File: src/rtl/cnn_conv_sequencer.sv
`default_nettype none
// ============================================================================
// Module      : cnn_conv_sequencer
// Description : Sequences one valid-mode KxK convolution over an IMG_W x IMG_H
//               image. For every output window it issues K*K image-RAM reads
//               (kc fastest), drives one-cycle-delayed MAC strobes/tap indices,
//               waits for the MAC result and pushes it into the output FIFO.
// Ports       :
//   s00_axi_aclk / s00_axi_aresetn : clock, async active-low reset
//   start, abort                   : control (start pulse, sync abort)
//   img_rd_en, img_rd_addr         : image RAM read port
//   mac_en/first/last, ker_idx     : MAC control, aligned with RAM read data
//   mac_res_valid                  : MAC result ready
//   fifo_full, fifo_wr_en          : output FIFO push
//   busy, done, out_count          : status
// Revision    : 1.0 - initial release
// ============================================================================
module cnn_conv_sequencer #(
    parameter int IMG_W  = 224,
    parameter int IMG_H  = 224,
    parameter int K      = 3,
    parameter int ADDR_W = 16,
    parameter int CNT_W  = 16
) (
    input  logic              s00_axi_aclk,
    input  logic              s00_axi_aresetn,
    input  logic              start,
    input  logic              abort,
    output logic              img_rd_en,
    output logic [ADDR_W-1:0] img_rd_addr,
    output logic              mac_en,
    output logic              mac_first,
    output logic              mac_last,
    output logic [3:0]        ker_idx,
    input  logic              mac_res_valid,
    input  logic              fifo_full,
    output logic              fifo_wr_en,
    output logic              busy,
    output logic              done,
    output logic [CNT_W-1:0]  out_count
);

    localparam int              OH       = IMG_H - K + 1;
    localparam int              OW       = IMG_W - K + 1;
    localparam logic [3:0]      K_LAST   = 4'(K - 1);
    localparam logic [3:0]      TAP_LAST = 4'(K * K - 1);
    localparam logic [ADDR_W-1:0] COL_LAST = ADDR_W'(OW - 1);
    localparam logic [ADDR_W-1:0] ROW_LAST = ADDR_W'(OH - 1);

    typedef enum logic [1:0] {
        S_IDLE  = 2'd0,
        S_FETCH = 2'd1,
        S_WAIT  = 2'd2,
        S_PUSH  = 2'd3
    } state_t;

    state_t             state_q, state_d;
    logic [ADDR_W-1:0]  row_q, row_d, col_q, col_d;
    logic [3:0]         kr_q, kr_d, kc_q, kc_d, tap_q, tap_d;
    logic               done_q, done_d;
    logic [CNT_W-1:0]   cnt_q, cnt_d;
    logic               mac_en_q, mac_first_q, mac_last_q;
    logic [3:0]         ker_idx_q;
    logic               w_rd_en, w_wr_en;
    logic [ADDR_W-1:0]  w_addr;

    // Pixel address of the current tap relative to the window origin.
    assign w_addr = (row_q + ADDR_W'(kr_q)) * ADDR_W'(IMG_W) + col_q + ADDR_W'(kc_q);

    always_comb begin
        state_d = state_q;
        row_d   = row_q;
        col_d   = col_q;
        kr_d    = kr_q;
        kc_d    = kc_q;
        tap_d   = tap_q;
        done_d  = done_q;
        cnt_d   = cnt_q;
        w_rd_en = 1'b0;
        w_wr_en = 1'b0;
        case (state_q)
            S_IDLE: begin
                // abort has priority over a simultaneous start
                if (start && !abort) begin
                    state_d = S_FETCH;
                    done_d  = 1'b0;
                    cnt_d   = '0;
                    row_d   = '0;
                    col_d   = '0;
                    kr_d    = '0;
                    kc_d    = '0;
                    tap_d   = '0;
                end
            end
            S_FETCH: begin
                if (abort) begin
                    state_d = S_IDLE;
                end else begin
                    w_rd_en = 1'b1;
                    tap_d   = tap_q + 4'd1;
                    if (kc_q == K_LAST) begin
                        kc_d = '0;
                        if (kr_q == K_LAST) begin
                            // tap counters rewind here so the next FETCH starts clean
                            kr_d    = '0;
                            tap_d   = '0;
                            state_d = S_WAIT;
                        end else begin
                            kr_d = kr_q + 4'd1;
                        end
                    end else begin
                        kc_d = kc_q + 4'd1;
                    end
                end
            end
            S_WAIT: begin
                if (abort) begin
                    state_d = S_IDLE;
                end else if (mac_res_valid) begin
                    state_d = S_PUSH;
                end
            end
            S_PUSH: begin
                if (abort) begin
                    state_d = S_IDLE;
                end else if (!fifo_full) begin
                    w_wr_en = 1'b1;
                    cnt_d   = cnt_q + CNT_W'(1);
                    state_d = S_FETCH;
                    if (col_q == COL_LAST) begin
                        col_d = '0;
                        if (row_q == ROW_LAST) begin
                            row_d   = '0;
                            state_d = S_IDLE;
                            done_d  = 1'b1;
                        end else begin
                            row_d = row_q + ADDR_W'(1);
                        end
                    end else begin
                        col_d = col_q + ADDR_W'(1);
                    end
                end
            end
            default: state_d = S_IDLE;
        endcase
    end

    always_ff @(posedge s00_axi_aclk or negedge s00_axi_aresetn) begin
        if (!s00_axi_aresetn) begin
            state_q     <= S_IDLE;
            row_q       <= '0;
            col_q       <= '0;
            kr_q        <= '0;
            kc_q        <= '0;
            tap_q       <= '0;
            done_q      <= 1'b0;
            cnt_q       <= '0;
            mac_en_q    <= 1'b0;
            mac_first_q <= 1'b0;
            mac_last_q  <= 1'b0;
            ker_idx_q   <= '0;
        end else begin
            state_q     <= state_d;
            row_q       <= row_d;
            col_q       <= col_d;
            kr_q        <= kr_d;
            kc_q        <= kc_d;
            tap_q       <= tap_d;
            done_q      <= done_d;
            cnt_q       <= cnt_d;
            // One-cycle delay matches the image RAM read latency; since reads
            // are suppressed during abort, the strobe pipeline drains to 0.
            mac_en_q    <= w_rd_en;
            mac_first_q <= w_rd_en && (tap_q == 4'd0);
            mac_last_q  <= w_rd_en && (tap_q == TAP_LAST);
            ker_idx_q   <= w_rd_en ? tap_q : 4'd0;
        end
    end

    assign img_rd_en   = w_rd_en;
    assign img_rd_addr = w_rd_en ? w_addr : '0;
    assign fifo_wr_en  = w_wr_en;
    assign mac_en      = mac_en_q;
    assign mac_first   = mac_first_q;
    assign mac_last    = mac_last_q;
    assign ker_idx     = ker_idx_q;
    assign busy        = (state_q != S_IDLE);
    assign done        = done_q;
    assign out_count   = cnt_q;

endmodule
`default_nettype wire

File: config.mk
export PLATFORM = sky130hd
export DESIGN_NAME = cnn_conv_sequencer
export DESIGN_NICKNAME = d
export VERILOG_FILES = /design/src/rtl/cnn_conv_sequencer.sv
export SDC_FILE = /design/constraint.sdc
export NUM_CORES = 1
export LEC_CHECK = 0
export ABC_AREA = 1
export ABC_CLOCK_PERIOD_IN_PS = 15060
export CAP_MARGIN = 10
export CORE_ASPECT_RATIO = 0.6
export CORE_MARGIN = 2
export CORE_UTILIZATION = 45
export CTS_CLUSTER_SIZE = 28
export DETAILED_ROUTE_END_ITERATION = 8
export SETUP_SLACK_MARGIN = 0.15
export SLEW_MARGIN = 10
export SYNTH_ARGS = -nofsm -noshare
export SYNTH_HDL_FRONTEND = slang
export SYNTH_SLANG_ARGS = --single-unit
File: constraint.sdc
create_clock -name s00_axi_aclk -period 15.06 [get_ports s00_axi_aclk]
set_input_delay 3.012 -clock s00_axi_aclk [delete_from_list [all_inputs] [get_ports s00_axi_aclk]]
set_output_delay 3.012 -clock s00_axi_aclk [all_outputs]
set_load 0.01 [all_outputs]
==> run metrics, run 1 <==
Critical R2R Launch state_q[1]$_DFFE_PN0P_; gp weighted congestion 0.888; Post-CTS Setup Inserts 0; DR WL/cell about 14 um; Die W 146 um; sequential share of power 29.5%; commonest non-fill, non-tap cells in the layout nand2_1 (127), inv_1 (112), nor2_1 (70), dfrtp_1 (70), a21oi_1 (57); residual DRC count 0; Critical R2R Capture row_q[8]$_DFFE_PN0P_; net count after synthesis around 780; Area Overhead vs Synth 17.9%; TritonCTS clock tree yes; hold wc startpoint tap_q[3]$_DFFE_PN0P_; Ys Warns 0; Achievable Freq 0.118 GHz; gr ovfl total 0; Arrival @ worst endpoint between 5 and 6 ns; hold bufs inserted after CTS 0; Final HPWL DP approximately 11000 um; clock sinks 70; hold crit path type reg -> reg; clock share of power between 20% and 30%; max-slew violations 0; # setup viols final 0; largest area contributor in the netlist dfrtp_1; CTS clk-pin slew, worst paths ~0.060 ns; status finished clean; sequential-to-total area share from yosys stat 32.3%; largest cells by area after synthesis dfrtp_1 (32%), ha_1 (9.5%), nand2_1 (8.8%), inv_1 (7.7%), a21oi_1 (5.3%); CTS root buf clkbuf_16; area share of the largest cell type after synthesis between 30% and 40%; setup TNS 0 ns; P_int between 0.4 and 0.5 mW; final critical-path share of the clock period a little under three fifths; hold slack final 0.432 ns; Critical Path RT 12.05 ns; number of global-route vias before repair between 4000 and 5000; dpl cells between 900 and 1000; r2r setup slk 12.83 ns; largest net degree at the start of global routing 71; Startpoint Class register; Nets 836; I/O Pins 49; first-pass GRT wire length roughly 22000 um; Post-synth EDFFs 0; via count between 4000 and 5000; share of post-route cells with drive strength above 1 between 7 and 8%; Least-Margin Pin Slew about 0.9 ns; Avg Vias per Cell between 5 and 6; synthesis-stage register bit count 70; Top FF cell, synth dfrtp_1; RSZ-0062 raised after global routing false; DR pass1 iterations 5; Hold Vio Cnt, Final 0; PortBufs 48; CP max FO 6; Max clock buf depth 2; core box area around 12000 sq um; pwr dens 129 nW/um^2; Initial DRC Count around 270; CTS buffer count 9; initial antenna violation count 0; filler instances approximately 1200; Clock Skews 0.0101 ns; Ant. Diodes 0; Mapped Area ~5400 sq um; Starting Density 45.6%; switching share of power around two fifths; Combinational Power Share between 40 and 50%; most common cell after layout, fill and taps aside nand2_1; Post-CTS Resized 0; asr flop ratio synth 100%; Die Area 13000 sq um; Syn Inst Count approximately 730; Final Critical Period approximately 8.5 ns; row cnt 31; Routed WL 13500 um; Antenna Nets Post-Route 0; LEAKAGE just over 3 nW; Sw Pwr about 0.34 mW; CP endpoint img_rd_addr[15]; worst r2r path cells 8; Setup CP Type reg -> out; Avg Cell Area, Syn 7.46 sq um; Tot GR Track Use 21.0%; die height between 80 and 90 um; Max Cap Violations 0; H-tree levels 3; Worst Setup End Kind output port; slew margin rel. 40.9%; Non-Filler Instances about 950; Critical Path Source row_q[0]$_DFFE_PN0P_; fin util between 50 and 60%; Synth cell types between 50 and 60; Skew-Pair Late Insertion Delay ~0.33 ns; VDD IR max between 0.06 and 0.07 mV
sequential cells by signal, summed over array words and instances (netlist names):
signal	cells
done	1
kr_q	4
col_q	16
mac_first	1
row_q	16
tap_q	4
ker_idx	4
out_count	16
state_q	2
kc_q	4
mac_en	1
mac_last	1
power by group through the flow:
stage                     sequential [mW]  clock, mW  combinational [mW]
final                               0.243      0.216               0.364
after global routing                0.247      0.227               0.407
after CTS                           0.242      0.220               0.366
after detailed placement            0.245          0               0.361
after global placement              0.244          0               0.353
after floorplan                     0.241          0               0.243
metrics by stage:
stage	power [mW]	setup slack [ns]	cell area [sq um]
floorplan	0.484	7.80	5430
global placement	0.597	6.93	6080
detailed placement	0.607	6.88	6080
CTS	0.828	6.53	6390
global route	0.881	6.08	6390
finish	0.822	6.57	6390
layer usage:
metal  share of wire [%]  vias to the layer above  global-route usage (%)
met3                 4.3                       12                    3.72
met1                  54                     2290                    31.9
met2                  41                      107                    31.3
met4                0.68                        0                    4.28
met5                   0                        -                       0
li1                    -                     2521                       -
cell families after synthesis:
group | share of synthesized area, %
DFF | 32.3
buffers and inverters | 9.23
adders and majority gates | 12.4
xor gates and xnor gates | 3.23
and+or+nand+nor | 27.4
AOI/OAI and AO/OA | 15.4
cell type report:
class	count	area, sq um	share of cell area [%]
multi-input combinational	526	3170	49.6
timing repair buffer	49	483	7.55
inverter	125	470	7.36
clock buffer	11	253	3.95
sequential	70	1750	27.4
tap	165	206	3.23
clock inverter	5	57.6	0.900
worst max-delay path, cell delays in order, from the launching register on:
cell and delay (ns):
dfrtp_1 0.43, ha_1 0.27, fa_1 0.41, nand3_1 0.10, nand3_1 0.19, xor2_1 0.45, xnor2_1 0.17, inv_1 0.05
ha_1 0.28, ha_1 0.36, nand2_1 0.06, o21ai_0 0.32, a21oi_1 0.11, o21ai_0 0.20, xnor2_1 0.14, inv_1 0.06
ha_1 0.28, inv_1 0.16, o21bai_1 0.10, a21oi_1 0.13, nand3_1 0.10, nand3_1 0.09, nand2_1 0.05, nor2_1 0.10
clkdlybuf4s50_1 0.54
how the worst min path moves through the flow:
stage	end	slack, ns	cells after the start
after floorplan	mac_first$_DFF_PN0_	0.41	1
after global placement	mac_first$_DFF_PN0_	0.43	1
after detailed placement	mac_first$_DFF_PN0_	0.42	1
after CTS	mac_first$_DFF_PN0_	0.43	1
after global routing	mac_first$_DFF_PN0_	0.45	1
final	mac_first$_DFF_PN0_	0.43	1
synth_stat cells (3+ instances only):
master    count
a211oi_1      4
a21o_1        3
a21oi_1      57
a31oi_1       3
buf_2         3
dfrtp_1      70
fa_1          8
ha_1         41
inv_1       112
inv_2        10
nand2_1     127
nand2_2       4
nand2_4       3
nand3_1      53
nand4_1      10
nor2_1       70
nor2_2        7
nor2_4        5
nor3_1       15
nor3b_1       5
o21a_1        4
o21ai_0      45
o21ai_1       4
o22ai_1      10
xnor2_1      11
xor2_1        9
(Power assumes the default switching activity.)
==> inputs of run 2 (changes only) <==
--- a/config.mk
+++ b/config.mk
@@ -6,7 +6,7 @@
 export NUM_CORES = 1
 export LEC_CHECK = 0
 export ABC_AREA = 1
-export ABC_CLOCK_PERIOD_IN_PS = 15060
+export ABC_CLOCK_PERIOD_IN_PS = 8490
 export CAP_MARGIN = 10
 export CORE_ASPECT_RATIO = 0.6
 export CORE_MARGIN = 2
==> constraint.sdc (replaced) <==
create_clock -name s00_axi_aclk -period 8.49 [get_ports s00_axi_aclk]
set_input_delay 1.698 -clock s00_axi_aclk [delete_from_list [all_inputs] [get_ports s00_axi_aclk]]
set_output_delay 1.698 -clock s00_axi_aclk [all_outputs]
set_load 0.01 [all_outputs]
==> run metrics, run 2 (same netlist as run 1, synthesis figures left out) <==
status finished clean; RSZ-0062 raised after global routing false; Avg Vias per Cell 5.11 (-1.4%); P_int 0.847 mW (+76%); hold path endpoint mac_first$_DFF_PN0_; Max clock buf depth 2 (unchanged); clock share of power 26.2% (about the same); slew margin rel. 38.7% (-2.2 points); CTS buffer count 9 (unchanged); hold slack final 0.433 ns (+0.000454 ns); initial antenna violation count 0 (unchanged); Final Critical Period approximately 7.3 ns; PortBufs 48 (unchanged); VDD IR max 0.133 mV (+110%); pwr dens 227 nW/um^2 (+77%); Critical R2R Launch state_q[1]$_DFFE_PN0P_; Antenna Nets Post-Route 0 (unchanged); Post-CTS Setup Inserts 0 (unchanged); Hold Crit Depth 1 (unchanged); worst r2r path cells 8 (unchanged); CTS root buf clkbuf_16; largest net degree at the start of global routing 71 (unchanged); Post-CTS Resized 0 (unchanged); Ant. Diodes 0 (unchanged); Routed WL 13300 um (-0.94%); Worst Setup End Kind output port; Critical R2R Capture row_q[8]$_DFFE_PN0P_; Skew-Pair Late Insertion Delay 0.34 ns (about the same); Initial DRC Count 223 (-18%); sequential share of power 29.7% (+0.2 points); DR pass1 iterations 4 (-1); Startpoint Class register; via count 4863 (-1.4%); H-tree levels 3 (unchanged); Least-Margin Pin Slew 0.919 ns (+0.0332 ns); Combinational Power Share 44.1% (-0.2 points); hold crit path type reg -> reg; r2r setup slk 6.17 ns (-6.66 ns); fin util 53.6% (-0.084 points); gp weighted congestion 0.882 (-0.72%); TritonCTS clock tree yes; switching share of power 41.7% (+0.32 points); Final HPWL DP 10500 um (-2.0%); hold wc startpoint tap_q[3]$_DFFE_PN0P_; share of post-route cells with drive strength above 1 7.63% (unchanged); LEAKAGE 3.10 nW (+0.14%); row cnt 31 (unchanged); CP max FO 6 (unchanged); Sw Pwr 0.605 mW (+78%); most common cell after layout, fill and taps aside nand2_1; residual DRC count 0 (unchanged); Hold Vio Cnt, Final 0 (unchanged); Die Area 13000 sq um (unchanged); first-pass GRT wire length 22100 um (+1.2%); Max Cap Violations 0 (unchanged); commonest non-fill, non-tap cells in the layout nand2_1 (127), inv_1 (112), nor2_1 (70), dfrtp_1 (70), a21oi_1 (57); Starting Density 45.6% (unchanged); number of global-route vias before repair 4527 (+1.5%); Nets 836 (unchanged); filler instances 1146 (-0.78%); DR WL/cell 14.0 um (-0.94%); Clock Skews 0.00898 ns (-0.00116 ns); clock sinks 70 (unchanged); Achievable Freq 0.138 GHz; Critical Path Source row_q[0]$_DFFE_PN0P_; total power 1.45 mW (+77%); CTS clk-pin slew, worst paths 0.06 ns (about the same); # setup viols final 0 (unchanged); setup TNS 0 ns (unchanged); final critical-path share of the clock period 85.4%; Die W 146 um (unchanged); Critical Path RT 6.79 ns (-5.26 ns); hold bufs inserted after CTS 0 (unchanged); I/O Pins 49 (unchanged); die height 89.1 um (unchanged); max-slew violations 0 (unchanged); gr ovfl total 0 (unchanged); core box area 11900 sq um (unchanged); Setup CP Type reg -> out; Area Overhead vs Synth 17.7%; Arrival @ worst endpoint 5.56 ns (+0.08 ns); Tot GR Track Use 21.5% (+0.50 points)
## run 2: cell count changes in the layout (fill, tap and decap cells not counted), sizes merged
cell	before	now
clkbuf	11	10
clkinvlp	3	1
clkinv	4	7
## run 2: worst max-delay path by stage
stage,end,slack (ns),cells past startpoint
6_report,img_rd_addr[15],1.24,24
3_3_place_gp,img_rd_addr[14],1.75,23
5_1_grt,img_rd_addr[15],0.77,23
3_5_place_dp,img_rd_addr[14],1.62,23
2_1_floorplan,img_rd_addr[15],2.54,22
4_1_cts,img_rd_addr[14],1.23,23
## run 2: layer usage
metal / vias up / track usage [%] / share of wire [%]
li1: 2512 / - / -
met1: 2245 / 32.7 / 55
met2: 98 / 31.6 / 40
met3: 8 / 4.34 / 3.9
met4: 0 / 4.37 / 0.62
met5: - / 0 / 0
## run 2: critical path, stage by stage, from the launching register on
cell             delay [ns]
dfrtp_1                0.43
ha_1                   0.28
fa_1                   0.41
nand3_1                0.10
nand3_1                0.20
xor2_1                 0.45
xnor2_1                0.17
inv_1                  0.06
ha_1                   0.28
ha_1                   0.36
nand2_1                0.06
o21ai_0                0.32
a21oi_1                0.10
o21ai_0                0.20
xnor2_1                0.14
inv_1                  0.06
ha_1                   0.29
inv_1                  0.16
o21bai_1               0.09
a21oi_1                0.13
nand3_1                0.11
nand3_1                0.10
nand2_1                0.06
nor2_1                 0.12
clkdlybuf4s50_1        0.55
## run 2: power by group through the flow
stage	sequential, mW	combinational (mW)	clock (mW)
floorplan	0.428	0.432	0
global placement	0.433	0.627	0
detailed placement	0.436	0.634	0
CTS	0.431	0.640	0.389
global route	0.437	0.720	0.403
finish	0.431	0.641	0.380
## run 2: final cells by class
class,count,area [sq um],share of cell area [%]
clock buffer,10,239,3.74
sequential,70,1750,27.4
inverter,125,470,7.37
timing repair buffer,49,483,7.56
multi-input combinational,526,3170,49.7
clock inverter,6,61.3,0.960
tap,165,206,3.23
## run 2: through the flow
step | area (sq um) | setup slack [ns] | cells
final | 6380 | 1.24 | 951
after CTS | 6380 | 1.23 | 951
after floorplan | 5430 | 2.54 | 727
after global routing | 6380 | 0.766 | 951
after detailed placement | 6080 | 1.62 | 935
after global placement | 6080 | 1.75 | 935
